File: src/rtl/pzbcm_sram_arbiter.sv
// Round-robin arbiter sharing one single-port SRAM among REQUESTERS clients, with read tag return.
// Optional grant locking is enabled by defining PZBCM_SRAM_ARBITER_LOCK_EN.
module pzbcm_sram_arbiter #(
  parameter int unsigned  REQUESTERS    = 2,
  parameter int unsigned  WORDS         = 1024,
  parameter int unsigned  DATA_WIDTH    = 32,
  parameter int unsigned  READ_LATENCY  = 1,
  localparam int unsigned ADDRESS_WIDTH = (WORDS >= 2) ? $clog2(WORDS) : 1
)(
  input  logic                                     i_clk,
  input  logic                                     i_rst_n,
  input  logic [REQUESTERS-1:0]                    i_request_valid,
  output logic [REQUESTERS-1:0]                    o_request_ready,
  input  logic [REQUESTERS-1:0]                    i_request_write,
  input  logic [REQUESTERS-1:0][ADDRESS_WIDTH-1:0] i_request_address,
  input  logic [REQUESTERS-1:0][DATA_WIDTH-1:0]    i_request_data,
  output logic [REQUESTERS-1:0]                    o_response_valid,
  output logic [DATA_WIDTH-1:0]                    o_response_data,
  output logic                                     o_sram_enable,
  output logic                                     o_sram_write,
  output logic [ADDRESS_WIDTH-1:0]                 o_sram_address,
  output logic [DATA_WIDTH-1:0]                    o_sram_write_data,
  input  logic [DATA_WIDTH-1:0]                    i_sram_read_data
`ifdef PZBCM_SRAM_ARBITER_LOCK_EN
  ,
  input  logic [REQUESTERS-1:0]                    i_lock
`endif
);
  localparam int unsigned INDEX_WIDTH = $clog2(REQUESTERS);

  typedef logic [INDEX_WIDTH-1:0] index_t;

  function automatic index_t wrap_index(int unsigned value);
    return index_t'(value % REQUESTERS);
  endfunction

  function automatic logic [REQUESTERS-1:0] one_hot(index_t index);
    return REQUESTERS'(1) << index;
  endfunction

  index_t                  pointer;
  logic [REQUESTERS-1:0]   eligible;
  logic                    grant_found;
  index_t                  grant_index;
  index_t                  candidate;
  logic                    accept_write;
  logic [READ_LATENCY:0]   tag_valid;
  index_t                  tag_index [READ_LATENCY+1];

`ifdef PZBCM_SRAM_ARBITER_LOCK_EN
  logic                    locked;
  index_t                  lock_index;
`endif

  // Reset gates eligibility so no client sees ready while the arbiter is held in reset.
  always_comb begin
    eligible = i_request_valid & {REQUESTERS{i_rst_n}};
`ifdef PZBCM_SRAM_ARBITER_LOCK_EN
    if (locked) begin
      eligible = eligible & one_hot(lock_index);
    end
`endif
  end

  always_comb begin
    grant_found = 1'b0;
    grant_index = '0;
    candidate   = '0;
    for (int unsigned i = 0; i < REQUESTERS; i++) begin
      candidate = wrap_index(32'(pointer) + i);
      if (!grant_found && eligible[candidate]) begin
        grant_found = 1'b1;
        grant_index = candidate;
      end
    end
  end

  assign o_request_ready = grant_found ? one_hot(grant_index) : '0;
  assign accept_write    = i_request_write[grant_index];

  always_ff @(posedge i_clk or negedge i_rst_n) begin
    if (!i_rst_n) begin
      pointer           <= '0;
      o_sram_enable     <= 1'b0;
      o_sram_write      <= 1'b0;
      o_sram_address    <= '0;
      o_sram_write_data <= '0;
    end else begin
      o_sram_enable <= grant_found;
      if (grant_found) begin
        pointer           <= wrap_index(32'(grant_index) + 1);
        o_sram_write      <= accept_write;
        o_sram_address    <= i_request_address[grant_index];
        o_sram_write_data <= i_request_data[grant_index];
      end
    end
  end

`ifdef PZBCM_SRAM_ARBITER_LOCK_EN
  // While locked the only grantable client is lock_index, so the pointer stays at lock_index+1.
  always_ff @(posedge i_clk or negedge i_rst_n) begin
    if (!i_rst_n) begin
      locked     <= 1'b0;
      lock_index <= '0;
    end else if (grant_found) begin
      locked     <= i_lock[grant_index];
      lock_index <= grant_index;
    end
  end
`endif

  // Stage 0 lines up with the registered SRAM command; stage READ_LATENCY with its read data.
  always_ff @(posedge i_clk or negedge i_rst_n) begin
    if (!i_rst_n) begin
      tag_valid <= '0;
      for (int unsigned i = 0; i <= READ_LATENCY; i++) begin
        tag_index[i] <= '0;
      end
    end else begin
      tag_valid[0] <= grant_found && !accept_write;
      tag_index[0] <= grant_index;
      for (int unsigned i = 1; i <= READ_LATENCY; i++) begin
        tag_valid[i] <= tag_valid[i-1];
        tag_index[i] <= tag_index[i-1];
      end
    end
  end

  assign o_response_valid = tag_valid[READ_LATENCY] ? one_hot(tag_index[READ_LATENCY]) : '0;
  assign o_response_data  = i_sram_read_data;

endmodule

File: config.mk
export PLATFORM = sky130hd
export DESIGN_NAME = pzbcm_sram_arbiter
export DESIGN_NICKNAME = d
export VERILOG_FILES = /design/src/rtl/pzbcm_sram_arbiter.sv
export SDC_FILE = /design/constraint.sdc
export NUM_CORES = 1
export LEC_CHECK = 0
export BUFFER_PORTS_ARGS = -buffer_cell sky130_fd_sc_hd__buf_2
export CAP_MARGIN = 0
export CORE_ASPECT_RATIO = 0.5
export CORE_MARGIN = 8
export CORE_UTILIZATION = 41
export CTS_BUF_LIST = sky130_fd_sc_hd__clkbuf_8 sky130_fd_sc_hd__clkbuf_16
export CTS_CLUSTER_DIAMETER = 120
export CTS_CLUSTER_SIZE = 40
export DETAILED_ROUTE_END_ITERATION = 12
export GPL_TIMING_DRIVEN = 0
export PLACE_DENSITY_LB_ADDON = 0.15
export SKIP_LAST_GASP = 1
export SYNTH_ARGS = -nofsm -noshare
export SYNTH_HDL_FRONTEND = slang
export SYNTH_SLANG_ARGS = --single-unit
File: constraint.sdc
create_clock -name i_clk -period 2.76 [get_ports i_clk]
set_input_delay 0.276 -clock i_clk [delete_from_list [all_inputs] [get_ports i_clk]]
set_output_delay 0.276 -clock i_clk [all_outputs]
set_load 0.01 [all_outputs]
==> results_dict.tcl <==
set metrics [dict create \
    period_share 0.834 \
    cp-start-kind "input pin" \
    io_pins 202 \
    routed_wl_um 7680 \
    post_cts_buffers 0 \
    grt_pass1_vias 2420 \
    fin_total_pwr_w 0.00199 \
    die_w_um 123 \
    synth_top_area_share 0.524 \
    finalWorstSetupSlack_ps 458 \
    cts_tree "yes" \
    drive_gt1_frac 0.598 \
    place_area_um2 3280 \
    ys_seq_area_frac 0.524 \
    cts_made_buffers 5 \
    vias 2156 \
    hold_class "in -> reg" \
    cts-root-buf "clkbuf_16" \
    wl_per_cell_um 17.3 \
    grt_max_degree 53 \
    cts-resized-gates 0 \
    fillCellCount 495 \
    setup_tns_ps 0 \
    yosys_warnings 0 \
    rows 19 \
    die_h_um 69.4 \
    nets 492 \
    yosys.area.top_type "dfrtp_1" \
    path_clk_slew_ps 60 \
    syn_inst 194 \
    dp_slack_ps 413 \
    slew_viol_final 0 \
    grt-ovfl-total 0 \
    cp_cell_sequence "buf_2 > nand2_1 > a21o_1 > inv_2 > buf_4 > buf_2" \
    relSlewSlack 0.243 \
    core_area_um2 5490 \
    p_leak_nw 1.89 \
    p_per_area_nw_per_um2 584 \
    gp_congestion 0.767 \
    area.growth.synth_to_final_pct 45.8 \
    crit_type "in -> out" \
    end_kind "primary output" \
    start_util 0.427 \
    antenna_cells 0 \
    ant_nets 0 \
    design_area_um2 3420 \
    cp_data_arrival_time_ps 2030 \
    worst-path-buf-inv 4 \
    syn_nets 316 \
    grt_pass1_wl_um 12100 \
    fmax_mhz 434 \
    crit_top_cell "buf_2" \
    grt_setup_unrepaired "false" \
    synth.ff_latch_count 49 \
    drv_cap 0 \
    worstSkewPairLatency_ps 280 \
    port_buffers 169 \
    viasPerCell 4.86 \
    synth.distinct_cells 19 \
    worstPathMaxFanout 52 \
    htreeDepth 2 \
    drtPass1Iterations 4 \
    finalSetupViolations 0 \
    clockBufferDepth 2 \
    peakVddDrop_v 0.000280 \
    cts.sinks 49 \
    status "finished, final reports clean" \
    hold_buffers 0 \
    tightest_slew_ps 1130 \
    drt_iter0_drc 86 \
    syn_avg_cell_area_um2 12.1 \
    hold_viol 0 \
    syn-cell-area_um2 2340 \
    finClkSkew_ps 1.07 \
    synth_area_leaders "dfrtp_1, a221o_1, buf_4, and2_1, buf_6" \
    cp_slowest_stage_delay_ps 820 \
    cp.required_ps 2480 \
    dp_hpwl_um 6260 \
    slowest_stage "buf_2" \
    post-route-drc-count 0 \
    layout_min_cycle_time_ps 2300 \
    design.die.area_um2 8530 \
    antenna_found_initial 0 \
    critPathTopFamily "buffers and inverters" \
    grt_usage 0.174 \
    finish.utilization 0.622 \
]
==> logic make-up (layout without fill, tap and decap cells) <==
kind of cell           after synthesis  count (layout)  synth area share
flip-flops                          49              49             0.524
AO/OA/AOI/OAI                       48              48             0.201
AND/OR/NAND/NOR                     48              48             0.125
buffers and inverters               49             226             0.150
==> routing by layer <==
| metal | part of all wire | global-route usage | vias to the layer above |
|---|---|---|---|
| li1 | - | - | 1028 |
| met1 | 0.37 | 0.186 | 1010 |
| met2 | 0.52 | 0.321 | 112 |
| met3 | 0.10 | 0.0569 | 6 |
| met4 | 0.011 | 0.0456 | 0 |
| met5 | 0 | 0 | - |
==> synthesized netlist by cell type (all sizes together) <==
master   n
dfrtp   49
inv      5
clkbuf   4
o221a    1
buf     40
nand2b   1
a21o     2
a221o   42
nand2    3
nor2b    1
and2    43
o21ai    2
o22ai    1
==> layout by cell type (no fill, tap or decap) <==
cell / count
a21o_1: 1
inv_1: 6
o21ai_0: 1
nor2b_1: 1
o22ai_1: 1
dfrtp_1: 49
clkbuf_1: 4
clkbuf_16: 5
a221o_1: 39
buf_2: 169
o221a_2: 1
nand2_1: 3
inv_4: 1
buf_6: 4
nand2b_1: 1
buf_4: 36
a21o_2: 1
a221o_2: 3
and2_1: 43
inv_2: 1
o21ai_2: 1
==> layout make-up <==
cell class	instances	area, µm²	share of cell area
Buffer	44	330	0.0967
Clock buffer	5	125	0.0366
Clock inverter	3	11.3	0.00330
Inverter	5	21.3	0.00623
Multi-Input combinational cell	96	764	0.224
Sequential cell	49	1230	0.359
Tap cell	73	91.3	0.0267
Timing Repair Buffer	169	846	0.248
==> per-stage QoR <==
step,instances,hold slack [ps]
6_report,444,195
5_1_grt,444,191
3_5_place_dp,436,335
4_1_cts,444,194
2_1_floorplan,194,-19.6
3_3_place_gp,436,332
==> final timing paths <==
path / slack [ps] / end / cells after the start / startpoint
max: 460 / o_request_ready[0] / 6 / i_rst_n
min: 190 / tag_valid[0] / 2 / i_request_write[0]
max reg2reg: 1410 / o_sram_address[5] / 5 / pointer
min reg2reg: 350 / tag_index[0] / 0 / tag_index[1]
max in group asynchronous: 1850 / o_sram_write_data[0] / 1 / i_rst_n
min in group asynchronous: 210 / o_sram_write_data[4] / 1 / i_rst_n
==> power breakdown <==
part / internal [W] / switching (W)
Combinational: 0.000290 / 0.000257
Clock: 0.000326 / 0.000243
Sequential: 0.000827 / 0.0000495
Total: 0.00144 / 0.000550
==> registers in the layout (all words and copies together) (netlist names) <==
signal and count:
o_sram_address 10, o_sram_enable 1, o_sram_write 1, o_sram_write_data 32, pointer 1, tag_index 2, tag_valid 2
Power figures use the tool's default switching activity.
